[src/rtl/mul_div_unit_if.sv]
// rtl/mul_div_unit_if.sv - CPU-side handshake and HI/LO bus of the multiply/divide unit
interface mul_div_unit_if #(
  parameter int WIDTH = 32
);
  logic             start;
  logic [1:0]       op;
  logic [WIDTH-1:0] a;
  logic [WIDTH-1:0] b;
  logic             mthi;
  logic             mtlo;
  logic [WIDTH-1:0] hi_in;
  logic [WIDTH-1:0] lo_in;
  logic             busy;
  logic             done;
  logic             div_zero;
  logic [WIDTH-1:0] hi;
  logic [WIDTH-1:0] lo;

  modport master (
    output start, op, a, b, mthi, mtlo, hi_in, lo_in,
    input  busy, done, div_zero, hi, lo
  );

  modport slave (
    input  start, op, a, b, mthi, mtlo, hi_in, lo_in,
    output busy, done, div_zero, hi, lo
  );
endinterface

[src/rtl/mul_div_unit.sv]
// rtl/mul_div_unit.sv - iterative shift-add multiplier / restoring divider owning HI/LO
module mul_div_unit #(
  parameter int WIDTH = 32
) (
  input  logic          clock,
  input  logic          reset,
  mul_div_unit_if.slave bus
);
  localparam int CNT_W = $clog2(WIDTH + 1);

  typedef enum logic [1:0] {IDLE, RUN, FIN} state_t;

  state_t             state_q, state_d;
  logic [CNT_W-1:0]   cnt_q;
  logic               is_div_q, qsign_q, rsign_q;
  logic [WIDTH-1:0]   a_mag_q, b_mag_q, a_raw_q;
  logic [WIDTH-1:0]   rem_q, quot_q;
  logic [WIDTH-1:0]   hi_q, lo_q;
  logic               done_q, dz_q;
  logic               busy_w;

  logic               sa, sb;
  logic [WIDTH-1:0]   a_abs, b_abs;
  logic [WIDTH:0]     mul_sum, div_shift, div_trial;
  logic [2*WIDTH-1:0] prod, prod_fix;
  logic [WIDTH-1:0]   quo_fix, rem_fix;

  always_ff @(posedge clock) begin
    if (reset) state_q <= IDLE;
    else       state_q <= state_d;
  end

  always_comb begin
    state_d = state_q;
    case (state_q)
      IDLE:    if (bus.start) state_d = RUN;
      RUN:     if (cnt_q == CNT_W'(WIDTH - 1)) state_d = FIN;
      FIN:     state_d = IDLE;
      default: state_d = IDLE;
    endcase
  end

  always_comb begin
    busy_w = (state_q != IDLE);
  end

  // Operand magnitudes; op[0]=0 selects the signed variants
  always_comb begin
    sa    = ~bus.op[0] & bus.a[WIDTH-1];
    sb    = ~bus.op[0] & bus.b[WIDTH-1];
    a_abs = sa ? -bus.a : bus.a;
    b_abs = sb ? -bus.b : bus.b;
  end

  // rem_q:quot_q is the 2*WIDTH accumulator for multiply and remainder:quotient for divide
  always_comb begin
    mul_sum   = {1'b0, rem_q} + (quot_q[0] ? {1'b0, a_mag_q} : {(WIDTH+1){1'b0}});
    div_shift = {rem_q, quot_q[WIDTH-1]};
    div_trial = div_shift - {1'b0, b_mag_q};
    prod      = {rem_q, quot_q};
    prod_fix  = qsign_q ? -prod : prod;
    quo_fix   = qsign_q ? -quot_q : quot_q;
    rem_fix   = rsign_q ? -rem_q : rem_q;
  end

  always_ff @(posedge clock) begin
    if (reset) begin
      cnt_q    <= '0;
      is_div_q <= 1'b0;
      qsign_q  <= 1'b0;
      rsign_q  <= 1'b0;
      a_mag_q  <= '0;
      b_mag_q  <= '0;
      a_raw_q  <= '0;
      rem_q    <= '0;
      quot_q   <= '0;
      hi_q     <= '0;
      lo_q     <= '0;
      done_q   <= 1'b0;
      dz_q     <= 1'b0;
    end else begin
      done_q <= 1'b0;
      case (state_q)
        IDLE: begin
          if (bus.start) begin
            cnt_q    <= '0;
            is_div_q <= bus.op[1];
            qsign_q  <= sa ^ sb;
            rsign_q  <= sa;
            a_mag_q  <= a_abs;
            b_mag_q  <= b_abs;
            a_raw_q  <= bus.a;
            rem_q    <= '0;
            quot_q   <= bus.op[1] ? a_abs : b_abs;
            dz_q     <= 1'b0;
          end else begin
            if (bus.mthi) hi_q <= bus.hi_in;
            if (bus.mtlo) lo_q <= bus.lo_in;
          end
        end
        RUN: begin
          cnt_q <= cnt_q + CNT_W'(1);
          if (is_div_q) begin
            rem_q  <= div_trial[WIDTH] ? div_shift[WIDTH-1:0] : div_trial[WIDTH-1:0];
            quot_q <= {quot_q[WIDTH-2:0], ~div_trial[WIDTH]};
          end else begin
            rem_q  <= mul_sum[WIDTH:1];
            quot_q <= {mul_sum[0], quot_q[WIDTH-1:1]};
          end
        end
        FIN: begin
          done_q <= 1'b1;
          if (!is_div_q) begin
            hi_q <= prod_fix[2*WIDTH-1:WIDTH];
            lo_q <= prod_fix[WIDTH-1:0];
          end else if (b_mag_q == '0) begin
            hi_q <= a_raw_q;
            lo_q <= '1;
            dz_q <= 1'b1;
          end else begin
            hi_q <= rem_fix;
            lo_q <= quo_fix;
          end
        end
        default: ;
      endcase
    end
  end

  assign bus.busy     = busy_w;
  assign bus.done     = done_q;
  assign bus.div_zero = dz_q;
  assign bus.hi       = hi_q;
  assign bus.lo       = lo_q;
endmodule

[src/flat_wrapper.sv]
// flat-port wrapper written by rule: the top's interface ports become plain ports
module mul_div_unit_flat 
#(
  parameter int WIDTH = 32
)
  (clock, reset, bus_start, bus_op, bus_a, bus_b, bus_mthi, bus_mtlo, bus_hi_in, bus_lo_in, bus_busy, bus_done, bus_div_zero, bus_hi, bus_lo);
  mul_div_unit_if #(.WIDTH(WIDTH)) bus_i ();
  input  logic clock;
  input  logic reset;
  input wire logic [$bits(bus_i.start)-1:0] bus_start;
  input wire logic [$bits(bus_i.op)-1:0] bus_op;
  input wire logic [$bits(bus_i.a)-1:0] bus_a;
  input wire logic [$bits(bus_i.b)-1:0] bus_b;
  input wire logic [$bits(bus_i.mthi)-1:0] bus_mthi;
  input wire logic [$bits(bus_i.mtlo)-1:0] bus_mtlo;
  input wire logic [$bits(bus_i.hi_in)-1:0] bus_hi_in;
  input wire logic [$bits(bus_i.lo_in)-1:0] bus_lo_in;
  output wire logic [$bits(bus_i.busy)-1:0] bus_busy;
  output wire logic [$bits(bus_i.done)-1:0] bus_done;
  output wire logic [$bits(bus_i.div_zero)-1:0] bus_div_zero;
  output wire logic [$bits(bus_i.hi)-1:0] bus_hi;
  output wire logic [$bits(bus_i.lo)-1:0] bus_lo;
  assign bus_i.start = bus_start;
  assign bus_i.op = bus_op;
  assign bus_i.a = bus_a;
  assign bus_i.b = bus_b;
  assign bus_i.mthi = bus_mthi;
  assign bus_i.mtlo = bus_mtlo;
  assign bus_i.hi_in = bus_hi_in;
  assign bus_i.lo_in = bus_lo_in;
  assign bus_busy = bus_i.busy;
  assign bus_done = bus_i.done;
  assign bus_div_zero = bus_i.div_zero;
  assign bus_hi = bus_i.hi;
  assign bus_lo = bus_i.lo;
  mul_div_unit #(.WIDTH(WIDTH)) u_core (.clock(clock), .reset(reset), .bus(bus_i));
endmodule
[config.mk]
export PLATFORM = sky130hd
export DESIGN_NAME = mul_div_unit_flat
export DESIGN_NICKNAME = d
export VERILOG_FILES = /design/src/rtl/mul_div_unit_if.sv /design/src/rtl/mul_div_unit.sv /design/src/flat_wrapper.sv
export SDC_FILE = /design/constraint.sdc
export NUM_CORES = 1
export LEC_CHECK = 0
export BUFFER_PORTS_ARGS = -buffer_cell sky130_fd_sc_hd__buf_2
export CAP_MARGIN = 20
export CORE_ASPECT_RATIO = 0.5
export CORE_MARGIN = 2
export CORE_UTILIZATION = 25
export CTS_CLUSTER_DIAMETER = 80
export DETAILED_ROUTE_END_ITERATION = 16
export HOLD_SLACK_MARGIN = 0.08
export SLEW_MARGIN = 20
export SYNTH_ARGS = -nofsm -noshare
export SYNTH_HDL_FRONTEND = slang
export SYNTH_SLANG_ARGS = --single-unit
[constraint.sdc]
create_clock -name clock -period 4.2 [get_ports clock]
set_clock_uncertainty 0.05 [all_clocks]
set_input_delay 1.26 -clock clock [delete_from_list [all_inputs] [get_ports clock]]
set_output_delay 1.26 -clock clock [all_outputs]
set_load 0.02 [all_outputs]
==> out/metrics.yaml <==
status:
  status: "completed"
worst_setup_path:
  endpoint_kind: "flop"
  startpoint_type: "flop"
  crit_chain: "inv_1 > ha_1 > fa_1 > nand2b_1 > a21oi_1 > o2111ai_1 > o2bb2ai_1 > o211ai_1 > a21oi_1 > xnor2_2 > buf_12 > mux2_2 > a21oi_1 > a211oi_1"
  crit_fanout: 27
  crit_type: "flop to flop"
  cp_slowest_cell: "o211ai_1"
  critical_path.max_stage_delay_ns: 0.47
  cp.required_ns: 4.58
  cp_data_arrival_time_ns: 4.24
  critPathMostFrequentCell: "a21oi_1"
timing:
  tightest_slew_ns: 0.895
  timing.setup.tns_ns: 0
  maxSlewHeadroom: 0.403
  rsz0062_at_grt: "no"
  slew_viol_final: 0
  max_freq_ghz: 0.259
  min_period_over_period: 0.920
  hold_violations: 0
  min_period_ns: 3.86
  finalSetupViolCount: 0
power_and_ir_drop:
  p_sw_mw: 2.57
  pwr-share-clk: 0.362
  p_per_area_nw_per_um2: 349
  p_leak_nw: 8.19
  vdd_drop_max_v: 0.000313
  p_sw_frac: 0.356
  p_comb_frac: 0.276
  p_int_mw: 4.65
  pwr-share-seq: 0.362
placement:
  placedCellCount: 3421
  portBuffers: 201
  gp_congestion: 0.957
  hpwl_um: 57700
clock_tree:
  cts_max_path_buffers: 3
  clk_latency_ns: 0.59
  cts-root-buf: "clkbuf_16"
  cts_tree: "built"
  numCtsBuffers: 28
  ctsResizeCount: 0
  hold_buffers: 0
  cts_setup_buffers: 0
  htree_levels: 1
  numClockSinks: 236
  clk_pin_slew_ns: 0.07
routing:
  wl_per_cell_um: 21.5
  drt-total-wl_um: 74600
  drt-initial-drc-count: 2117
  via_count: 18741
  drc: 0
  drt-pass1-iter-count: 5
  vias_per_cell: 5.39
  postRouteAntennaNets: 0
yosys:
  synth_edf_count: 0
  synth_area_leader_cell: "dfxtp_1"
  synth_area_leaders: "dfxtp_1, nand2_1, nor2_1"
  synth_area_um2: 17500
  synthTopCellsByCount: "nand2_1, nor2_1, dfxtp_1, a21oi_1, clkbuf_1"
  avgSynthCellArea_um2: 7.37
  netlist_instances: 2380
  ys_types: 81
  synth_ff_type: "dfxtp_1"
  yosysMostFrequentCell: "nand2_1"
  seq_area_frac_synth: 0.269
  syn_nets: 2586
  yosys_warnings: 0
  async_flop_share: 0
  yosysTopAreaCellShare: 0.269
  synth_seq_cells: 236
global_route:
  grt_pass1_wl_um: 109000
  first_global_vias: 17328
  antenna_found_initial: 5
  grt_usage: 0.196
  grt_max_degree: 173
  grt_remaining_overflow: 0
cells_and_area:
  final_cells: 3475
  nNetsFinal: 2712
  area_delta_synth_final_pct: 18.0
  layout-drive-gt1-share: 0.148
job:
  drv_cap: 0
hold_path:
  min_path_type: "flop to flop"
floorplan:
  initial_utilization: 0.254
  core_um2: 69200
  rows: 68
  die_h_um: 191
  ios: 202
  dieArea_um2: 72400
  fp.dieW_um: 379
==> kinds of logic after synthesis <==
kind of cell,synth area share
flops,0.269
xor+xnor,0.0944
mux,0.0342
simple gates,0.227
buf+inv,0.0563
fa+ha+maj,0.0515
compound gates,0.267
==> path summary, 6_finish.rpt <==
check	start	endpoint	slack [ns]	cells after the start
worst max register to register	u_core.quot_q[31]	u_core.rem_q[15]	0.34	14
worst min-delay path	u_core.bus.hi[31]	u_core.bus.hi[31]	0.40	2
worst max-delay path	u_core.quot_q[31]	u_core.rem_q[15]	0.34	14
worst min register to register	u_core.bus.hi[31]	u_core.bus.hi[31]	0.40	2
==> registers in the layout (all words and copies together), names as in the netlist <==
name	count
u_core.bus.div_zero	1
u_core.rsign_q	1
u_core.a_mag_q	31
u_core.bus.hi	32
u_core.bus.lo	32
u_core.b_mag_q	32
u_core.a_raw_q	32
u_core.rem_q	32
u_core.qsign_q	1
u_core.cnt_q	6
u_core.is_div_q	1
u_core.quot_q	32
u_core.state_q	2
u_core.bus.done	1
==> layer usage <==
metal | wire length [um] | GRT usage | vias to the layer above | share of wire
met3 | 5540 | 0.0252 | 148 | 0.074
met2 | 35200 | 0.328 | 712 | 0.47
met1 | 31300 | 0.259 | 9056 | 0.42
met5 | 12 | 0 | - | 0.00016
li1 | - | - | 8823 | -
met4 | 2570 | 0.0679 | 2 | 0.034
==> per-stage QoR <==
step / total power, mW / instance area, um2 / worst slack [ns] / util / hold WS [ns]
6_report: 7.22 / 20700 / 0.338 / 0.299 / 0.400
5_1_grt: 7.50 / 20700 / 0.0855 / 0.299 / 0.427
4_1_cts: 7.19 / 20700 / 0.383 / 0.299 / 0.405
3_5_place_dp: 4.61 / 19700 / 0.0569 / 0.285 / 0.395
3_3_place_gp: 4.59 / 19700 / 0.122 / 0.285 / 0.391
2_1_floorplan: 3.88 / 17500 / 0.356 / - / 0.382
==> placed cells by master (no fill, tap or decap), types with 37 or more instances in the layout <==
master	Yosys	routed
dfxtp_1	236	234
a211oi_1	117	117
buf_2	5	200
a311oi_1	42	42
inv_1	68	68
xor2_1	92	92
nand3_1	37	37
xnor2_1	97	96
o21ai_0	137	137
nor3_1	40	40
nor2_1	260	255
ha_1	69	69
buf_4	1	76
nand2_1	304	304
a21oi_1	194	194
and2_1	39	39
mux2i_1	52	52
==> power by group through the flow <==
stage	logic [mW]	registers [mW]	clock network [mW]
after global routing	2.15	2.62	2.72
after global placement	1.94	2.65	0
after detailed placement	1.96	2.65	0
after floorplan	1.29	2.59	0
after CTS	1.96	2.60	2.63
final	1.99	2.61	2.62
==> final cells by class <==
class	instances	area, um2
fill	7495	48500
multi-input combinational	1889	11900
sequential	236	4730
clock buffer	34	744
tap	945	1180
antenna	3	7.51
inverter	69	259
clock inverter	17	216
timing repair buffer	282	1680
==> worst max-delay path: cells and delay by family (launching register included) <==
family / cells / cell delay [ns]
DFF: 1 / 0.34
buffers and inverters: 2 / 0.29
and+or+nand+nor: 1 / 0.20
adders and majority gates: 2 / 0.60
muxes: 1 / 0.35
xor gates and xnor gates: 1 / 0.24
AOI/OAI and AO/OA: 7 / 1.62
Power figures use the tool's default switching activity.
